===== config.mk =====
export PLATFORM = sky130hd
export DESIGN_NAME = control_sequencer
export DESIGN_NICKNAME = d
export VERILOG_FILES = /design/src/rtl/control_sequencer.sv
export SDC_FILE = /design/constraint.sdc
export NUM_CORES = 1
export LEC_CHECK = 0
export ABC_CLOCK_PERIOD_IN_PS = 1400
export CORE_ASPECT_RATIO = 1.75
export CORE_MARGIN = 2
export CORE_UTILIZATION = 28
export CTS_BUF_LIST = sky130_fd_sc_hd__clkbuf_2
export DETAILED_ROUTE_END_ITERATION = 6
export GPL_ROUTABILITY_DRIVEN = 0
export GPL_TIMING_DRIVEN = 0
export PLACE_DENSITY = 0.82
export SYNTH_ARGS = -nofsm -noshare
export SYNTH_HDL_FRONTEND = slang
export SYNTH_SLANG_ARGS = --single-unit

===== constraint.sdc =====
create_clock -name clock -period 1.4 [get_ports clock]
set_clock_uncertainty 0.05 [all_clocks]
set_input_delay 0.14 -clock clock [delete_from_list [all_inputs] [get_ports clock]]
set_output_delay 0.14 -clock clock [all_outputs]
set_load 0.1 [all_outputs]

===== src/rtl/control_sequencer.sv =====
// Hardwired micro-sequencer: fetch (T0-T2), decode (T3) and execute (T4-T6) strobes for the datapath.
// Optional MUL/DIV support (Z high half, HI/LO writeback, T6) is enabled by defining CTRL_MULDIV_EN.
module control_sequencer (
    input  logic        clock,
    input  logic        clear,
    input  logic        start,
    input  logic        stop,
    input  logic        mem_wait,
    input  logic [31:0] IR,
    output logic        PCout,
    output logic        PCin,
    output logic        IncPC,
    output logic        MARin,
    output logic        MDRin,
    output logic        MDRout,
    output logic        Read,
    output logic        IRin,
    output logic        Yin,
    output logic        ZLowIn,
    output logic        ZHighIn,
    output logic        Zlowout,
    output logic        Zhighout,
    output logic        HIin,
    output logic        LOin,
    output logic [15:0] Rin,
    output logic [15:0] Rout,
    output logic [4:0]  opcode,
    output logic        Run
);

    localparam int unsigned OP_W  = 5;
    localparam int unsigned REG_W = 4;
    localparam int unsigned SEL_W = 16;

    typedef enum logic [3:0] {
        S_IDLE,
        S_T0,
        S_T1,
        S_T2,
        S_T3,
        S_T4,
        S_T5,
        S_HALT
`ifdef CTRL_MULDIV_EN
        , S_T6
`endif
    } state_e;

    state_e state_q, state_d;

    logic [OP_W-1:0]  ir_op;
    logic [REG_W-1:0] ra, rb, rc;
    logic             is_alu, is_muldiv, is_halt;
    logic             unused_ir;

    assign ir_op     = IR[31:27];
    assign ra        = IR[26:23];
    assign rb        = IR[22:19];
    assign rc        = IR[18:15];
    assign unused_ir = ^IR[14:0];

    assign is_alu  = (ir_op >= OP_W'(3)) && (ir_op <= OP_W'(12));
    assign is_halt = (ir_op == OP_W'(27));
`ifdef CTRL_MULDIV_EN
    assign is_muldiv = (ir_op == OP_W'(15)) || (ir_op == OP_W'(16));
`else
    assign is_muldiv = 1'b0;
`endif

    always_ff @(posedge clock) begin
        if (clear) begin
            state_q <= S_IDLE;
        end else begin
            state_q <= state_d;
        end
    end

    // Next-state and Moore strobe decode from the current state and IR.
    always_comb begin
        state_d  = state_q;
        PCout    = 1'b0;
        PCin     = 1'b0;
        IncPC    = 1'b0;
        MARin    = 1'b0;
        MDRin    = 1'b0;
        MDRout   = 1'b0;
        Read     = 1'b0;
        IRin     = 1'b0;
        Yin      = 1'b0;
        ZLowIn   = 1'b0;
        ZHighIn  = 1'b0;
        Zlowout  = 1'b0;
        Zhighout = 1'b0;
        HIin     = 1'b0;
        LOin     = 1'b0;
        Rin      = '0;
        Rout     = '0;
        opcode   = '0;
        Run      = 1'b0;

        case (state_q)
            S_IDLE: begin
                if (start) state_d = S_T0;
            end
            S_T0: begin
                Run     = 1'b1;
                PCout   = 1'b1;
                MARin   = 1'b1;
                IncPC   = 1'b1;
                state_d = stop ? S_HALT : S_T1;
            end
            S_T1: begin
                Run   = 1'b1;
                Read  = 1'b1;
                MDRin = 1'b1;
                if (!mem_wait) state_d = S_T2;
            end
            S_T2: begin
                Run     = 1'b1;
                MDRout  = 1'b1;
                IRin    = 1'b1;
                state_d = S_T3;
            end
            S_T3: begin
                Run = 1'b1;
                if (is_alu || is_muldiv) begin
                    Rout    = SEL_W'(1) << rb;
                    Yin     = 1'b1;
                    state_d = S_T4;
                end else if (is_halt) begin
                    state_d = S_HALT;
                end else begin
                    state_d = S_T0;
                end
            end
            S_T4: begin
                Run     = 1'b1;
                Rout    = SEL_W'(1) << rc;
                opcode  = ir_op;
                ZLowIn  = 1'b1;
`ifdef CTRL_MULDIV_EN
                ZHighIn = is_muldiv;
`endif
                state_d = S_T5;
            end
            S_T5: begin
                Run     = 1'b1;
                Zlowout = 1'b1;
`ifdef CTRL_MULDIV_EN
                if (is_muldiv) begin
                    LOin    = 1'b1;
                    state_d = S_T6;
                end else begin
                    Rin     = SEL_W'(1) << ra;
                    state_d = S_T0;
                end
`else
                Rin     = SEL_W'(1) << ra;
                state_d = S_T0;
`endif
            end
`ifdef CTRL_MULDIV_EN
            S_T6: begin
                Run      = 1'b1;
                Zhighout = 1'b1;
                HIin     = 1'b1;
                state_d  = S_T0;
            end
`endif
            S_HALT: begin
                state_d = S_HALT;
            end
            default: begin
                state_d = S_IDLE;
            end
        endcase
    end

endmodule


==> results.toml, run 1 <==
[yosys]
yosys_register_bits = 3
synth.yosys.warnings = 0
synthDominantAreaCellType = "o22ai_1"
post_synth_num_cell_types = 40
ys_dominant_reg_cell = "dfxtp_1"
postSynthCellCount = 117
yosysSeqAreaShare_pct = 7.52
post_synth_instance_area_um2 = 798
syn_avg_cell_area_um2 = 6.82
synthArstFlopShare_pct = 0
synth_edf_count = 0
yosys.area.top_type_share_pct = 12.5
ys_top_cells_by_area = "o22ai_1 13%, buf_4 10%, dfxtp_1 7.5%"

[die]
die_x_um = 44.4
num_rows = 25
initial_standard_cell_utilization_of_the_core_pct = 29.3
design.portCount = 90
floorplan.die.height_um = 74.6

[placement]
dp_worst_setup_slack_ns = -1.94
place_inst = 217
portBuffers = 69
post-dp-hpwl_um = 3170
postPlaceCellArea_um2 = 2040

[clock_tree]
h-tree-depth = 1
cts_resized = 445
number_of_cts_inserted_buffers = 3
maximum_clock_insertion_buffer_count = 2
post_cts_setup_repair_buffer_count = 23
cts_root_buffer = "clkbuf_2"
cts-hold-fix-buffers = 0
numClockSinks = 3

[status]
firstError = "[ERROR DPL-0033] detailed placement checks failed during check placement."
stop_stage = "4_1_cts"
status = "did not finish"
kinds of logic after synthesis:
kind of cell              Yosys count  synth area share [%]
AOI/OAI and AO/OA                  26                  22.4
xor gates and xnor gates            1                  1.10
buffers and inverters              16                  13.8
DFF                                 3                  7.52
other                               1                 0.470
and+or+nand+nor                    70                  54.7
metrics by stage:
step / utilization (%) / TNS (ns)
after floorplan: - / -18.25
after global placement: 75.1 / -63.30
after detailed placement: 75.1 / -65.49
cell usage after synthesis (2+ instances only):
cell type / instances
buf_4: 11
and3b_1: 3
nand4_1: 4
nand2b_1: 8
nor2_1: 15
nor3_1: 5
nand3b_1: 4
nand3_1: 3
clkbuf_1: 2
or2_2: 2
nor3b_1: 3
dfxtp_1: 3
o21ai_0: 2
and2_1: 6
nand2_1: 6
o22ai_1: 16
==> inputs of run 2 (changes only) <==
Settings changed: CORE_AREA set to 2 2 63 65, CORE_ASPECT_RATIO 1.75 to not set, CORE_MARGIN 2 to not set, CORE_UTILIZATION 28 to not set, CTS_BUF_LIST sky130_fd_sc_hd__clkbuf_2 to not set, DIE_AREA set to 0 0 65 67, PLACE_DENSITY 0.82 to not set, PLACE_DENSITY_LB_ADDON set to 0.15.
==> run 2 against run 1 <==
Net effect:
- the flow now finishes, with violations (negative setup slack)
- synthesized area unchanged
- synthesized cell count unchanged
==> results.toml, run 2 <==
[status]
status = "finished, violations left"
failed_checks = "negative setup slack"

[min_path]
min_delay_path_depth = 4
min_delay_startpoint = "IR[28]"
hold_path.class = "primary input to flop"
hold-path-endpoint = "state_q[2]"

[timing]
timing.final.max_slew_violations = 0
summed_negative_setup_slack_over_all_endpoints_ns = -17.08
hold_violations = 0
fin_ws_ns = -0.508
finalSetupViolations = 49
minimum_hold_slack_ns = 0.454
post-route-min-period_ns = 1.91
max_clock_freq_mhz = 524
period_share_pct = 136
unrepaired_setup_endpoints_after_global_routing = "yes"

[setup_path]
worstSetupPathType = "primary input to output pin"
crit-reg2reg-capture = "state_q[2]"
reg2reg_from = "state_q[1]"
cp_data_arrival_time_ns = 1.72
required_ns = 1.21
worst_reg2reg_path_depth = 7
critical_path.endpoint_type = "output pin"
timing.critical_path.from_type = "primary input"
r2r_slack_ns = -0.09
critical_path_peak_fanout = 6

[yosys]
ys_top_cells_by_area = "o22ai_1 13%, buf_4 10%, dfxtp_1 7.5%"
post_synth_instance_area_um2 = 798
syn_avg_cell_area_um2 = 6.82
synth_top_cells_by_count = "16 x o22ai_1, 15 x nor2_1, 11 x buf_4"
synth.yosys.warnings = 0
synth.most_common_cell = "o22ai_1"
synth_edf_count = 0
postSynthCellCount = 117
ys_dominant_reg_cell = "dfxtp_1"
yosys.area.top_type_share_pct = 12.5
yosys_register_bits = 3
yosysSeqAreaShare_pct = 7.52
post_synth_num_cell_types = 40
synthDominantAreaCellType = "o22ai_1"
synthArstFlopShare_pct = 0

[placement]
postPlaceCellArea_um2 = 2070
portBuffers = 69
place_inst = 238
dp_worst_setup_slack_ns = -1.84
post-dp-hpwl_um = 2750

[detailed_routing]
routed_wirelength_um = 4830
detail-route-antenna-nets = 0
detail_route.vias_per_cell = 5.05
detail_route.drc_violations = 0
detailroute.via_count = 1379
drt-wirelength-per-cell_um = 17.7
dr.first_iter.drc_count = 44
drt_first_pass_iters = 4

[clock_tree]
tritoncts_clock_tree = "yes"
maximum_clock_insertion_buffer_count = 2
clk_transition_reported_paths_ns = 0.03
h-tree-depth = 1
cts_root_buffer = "clkbuf_8"
cts-hold-fix-buffers = 0
numClockSinks = 3
clk_latency_ns = 0.21
number_of_cts_inserted_buffers = 3

[power_and_ir_drop]
leakagePower_nw = 1.07
power.density_cell_area_nw_per_um2 = 652
peak_vdd_ir_uv = 1050
report.power.total_mw = 1.94

[cells_and_area]
mostFrequentLayoutCell = "buf_12"
areaGrowthSynthToFinish_pct = 273
insertedDiodeCount = 0
largest_register_ff_count = 3
post_route_cells_drive_above_1_share_pct = 71.6
layout_top_registers = "state_q (3)"
post-route-cell-area_um2 = 2980
largest-register = "state_q"
fin_cells = 273
nFillCells = 194
utilization_pct = 82.5
finalNetCount = 263
layout_common_cells = "49 x buf_12, 23 x buf_6, 18 x buf_4"

[die]
floorplan.die.height_um = 67
design.portCount = 90
initial_standard_cell_utilization_of_the_core_pct = 22.1
die_x_um = 65
num_rows = 22
die_area_um2 = 4360
coreArea_um2 = 3610

[global_routing]
antenna_found_initial = 0
grt_first_pass_wirelength_um = 7060
grt_start_max_net_pins = 9
number_of_global_route_vias_before_repair = 1406
gr-usage-all-layers_pct = 21.3
gr-total-overflow = 0

[job]
max_cap_violations = 0
-- run 2: cell counts after synthesis --
Identical to the previous run, type by type.
-- run 2: worst max path at each step --
stage,start,slack (ns),end
after floorplan,state_q[2],-0.78,Rin[0]
after global placement,IR[28],-1.79,Rout[15]
after detailed placement,IR[27],-1.84,Rout[3]
after CTS,state_q[1],-0.47,Rin[0]
after global routing,IR[29],-0.55,Rout[14]
final,IR[29],-0.51,Rout[14]
-- run 2: critical path, stage by stage --
cell	delay (ns)
clkdlybuf4s50_1	0.52
o211ai_1	0.18
buf_4	0.19
nand4_1	0.12
buf_4	0.19
o22ai_4	0.17
buf_12	0.20
-- run 2: kinds of logic (layout without fill, tap and decap cells) --
| group | Yosys count | in the layout | share of synthesized area [%] |
|---|---|---|---|
| other | 1 | 5 | 0.470 |
| xor gates and xnor gates | 1 | 1 | 1.10 |
| and+or+nand+nor | 70 | 70 | 54.7 |
| buffers and inverters | 16 | 120 | 13.8 |
| AOI/OAI and AO/OA | 26 | 26 | 22.4 |
| DFF | 3 | 3 | 7.52 |
-- run 2: per-layer routing --
metal	vias to the layer above	track usage (%)	share of wire, %
met1	660	23.9	36
met5	-	0	0
li1	643	-	-
met4	0	3.46	1.5
met3	8	3.21	6.0
met2	68	42.3	56
-- run 2: area by class of cell --
type	count	area [um2]	share of cell area (%)
timing repair buffer	103	1510	50.6
multi-input combinational	102	1130	37.9
clock buffer	4	45.0	1.51
tap	48	60.1	2.02
inverter	1	7.51	0.252
buffer	12	165	5.55
sequential	3	66.3	2.23
-- run 2: what timing repair did --
action | CTS | global route
gates resized for setup | 458 | 23
endpoints found under the setup margin | 49 | 50
buffers inserted | 26 | 10
pin swaps | 16 | 16
-- run 2: power by group --
group	total [mW]	internal [mW]	switching (mW)
registers	0.130	0.108	0.0224
logic	1.56	0.681	0.880
clock network	0.250	0.194	0.0556
No activity file was read; power rests on OpenSTA's default activity.
==> inputs of run 3 (changes only) <==
Settings changed: SLEW_MARGIN set to 20.
==> results of run 3 <==
The final DEF is identical to that of run 2; final timing and power are the same.
==> inputs of run 4 (changes only) <==
Settings changed: REMOVE_ABC_BUFFERS set to 1.
==> run 4 against run 3 <==
Net effect:
- the run still ends with negative setup slack left
- global-route usage decreased by 4.6 points
- critical path depth decreased by 3
- hold slack got worse by 0.066 ns
- clock-buffer cell count is the same
- clock power rose by 2%
- flip-flop and latch count is the same
- cell area shrank 16%
- worst setup slack improved by 0.073 ns
- die area stayed put
- sequential share of layout area increased by 0.63 points
- non-clock buffer count fell by 16
- power fell by 12%
- critical path type is now flop to output pin
- largest cell class unchanged
==> results.toml, run 4 (synthesis results as in run 2) <==
[die]
design.portCount = 90
initial_standard_cell_utilization_of_the_core_pct = 22.1
num_rows = 22
die_area_um2 = 4360
floorplan.die.height_um = 67
coreArea_um2 = 3610
die_x_um = 65

[cells_and_area]
insertedDiodeCount = 0
layout_common_cells = "37 x buf_12, 22 x buf_6, 18 x buf_4"
fin_cells = 257
largest-register = "state_q"
areaGrowthSynthToFinish_pct = 213
mostFrequentLayoutCell = "buf_12"
post_route_cells_drive_above_1_share_pct = 65.6
finalNetCount = 247
largest_register_ff_count = 3
utilization_pct = 69.2
layout_top_registers = "state_q (3)"

[setup_path]
timing.critical_path.from_type = "flop"
critical_path.endpoint_type = "output pin"
cp_slowest_cell = "dfxtp_4"
critical_path.cell_chain = "and3b_2 > nand3b_1 > o22ai_2 > buf_12"
required_ns = 1.21
cp_data_arrival_time_ns = 1.65
critical_path_peak_fanout = 6
worstSetupPathType = "flop to output pin"
timing.critical_path.slowest_cell_delay_ns = 0.37

[global_routing]
number_of_global_route_vias_before_repair = 1244
gr-usage-all-layers_pct = 16.7
antenna_found_initial = 0
grt_first_pass_wirelength_um = 5750
grt_start_max_net_pins = 11
gr-total-overflow = 0

[detailed_routing]
detail_route.drc_violations = 0
dr.first_iter.drc_count = 41
detailroute.via_count = 1280
detail-route-antenna-nets = 0
detail_route.vias_per_cell = 4.98
drt_first_pass_iters = 6
drt-wirelength-per-cell_um = 15.9
routed_wirelength_um = 4100

[timing]
period_share_pct = 131
post-route-min-period_ns = 1.84
finalSetupViolations = 49
max_clock_freq_mhz = 545
minimum_hold_slack_ns = 0.388
hold_violations = 0
unrepaired_setup_endpoints_after_global_routing = "yes"
fin_ws_ns = -0.435
timing.final.max_slew_violations = 0

[power_and_ir_drop]
share_comb_of_total_power_pct = 76.2
power_report.internal_total_mw = 0.826
power_switching_mw = 0.877
power.density_cell_area_nw_per_um2 = 682
peak_vdd_ir_uv = 291
leakagePower_nw = 0.925
report.power.total_mw = 1.70
power.share.sequential_pct = 8.8
power.share.clock_pct = 15.0
p_sw_share_pct = 51.5

[job]
max_cap_violations = 0

[clock_tree]
number_of_cts_inserted_buffers = 3
clk_latency_ns = 0.22
cts-hold-fix-buffers = 0
maximum_clock_insertion_buffer_count = 2
tritoncts_clock_tree = "yes"
h-tree-depth = 1
cts_root_buffer = "clkbuf_8"
numClockSinks = 3
clk_transition_reported_paths_ns = 0.03

[status]
failed_checks = "negative setup slack"
status = "finished, violations left"

[min_path]
hold_path.class = "primary input to flop"

[placement]
post-dp-hpwl_um = 2290
place_inst = 223
portBuffers = 69
## run 4: critical path: cells and delay by family, from the launching register on
kind / cells / cell delay, ns
buf+inv: 1 / 0.21
simple gates: 2 / 0.55
compound gates: 1 / 0.29
flops: 1 / 0.37
## run 4: layout make-up
| cell class | count | area, um2 |
|---|---|---|
| repair buffers | 99 | 1340 |
| clock buffers | 4 | 45.0 |
| well taps | 48 | 60.1 |
| inverters | 1 | 3.75 |
| flip-flops and latches | 3 | 71.3 |
| fillers | 256 | 1110 |
| multi-input cells | 102 | 976 |
## run 4: metal layers
metal  global-route usage [%]  part of all wire [%]  vias to the layer above
met4                     4.79                     0                        0
li1                         -                     -                      608
met3                     3.55                   7.5                        0
met2                     32.5                    56                       62
met5                        0                     0                        -
met1                     18.0                    36                      610
## run 4: worst paths after layout
path	endpoint	depth (start not counted)	slack (ns)	startpoint
worst min register to register	state_q[1]	3	0.68	state_q[0]
worst max-delay path	Rout[7]	4	-0.44	state_q[1]
worst max register to register	state_q[2]	6	-0.03	state_q[2]
worst min-delay path	state_q[1]	3	0.39	IR[29]
## run 4: power groups by stage
stage / Sequential (mW) / Clock (mW) / Combinational (mW)
floorplan: 0.150 / 0 / 0.574
global placement: 0.170 / 0 / 0.832
detailed placement: 0.172 / 0 / 0.836
CTS: 0.146 / 0.263 / 1.07
global route: 0.151 / 0.269 / 1.35
finish: 0.149 / 0.256 / 1.30
## run 4: stage by stage
stage / TNS, ns / instance area [um2] / worst slack (ns)
6_report: -14.77 / 2500 / -0.435
2_1_floorplan: -90.17 / 707 / -5.86
3_5_place_dp: -61.93 / 1460 / -1.56
4_1_cts: -13.48 / 2190 / -0.440
5_1_grt: -17.24 / 2500 / -0.491
3_3_place_gp: -60.64 / 1460 / -1.53
## run 4: timing repair
| action | CTS | global route |
|---|---|---|
| setup buffers | 21 | 9 |
| setup endpoints to repair | 49 | 49 |
| resized for setup | 455 | 58 |
| pin swaps | 22 | 9 |
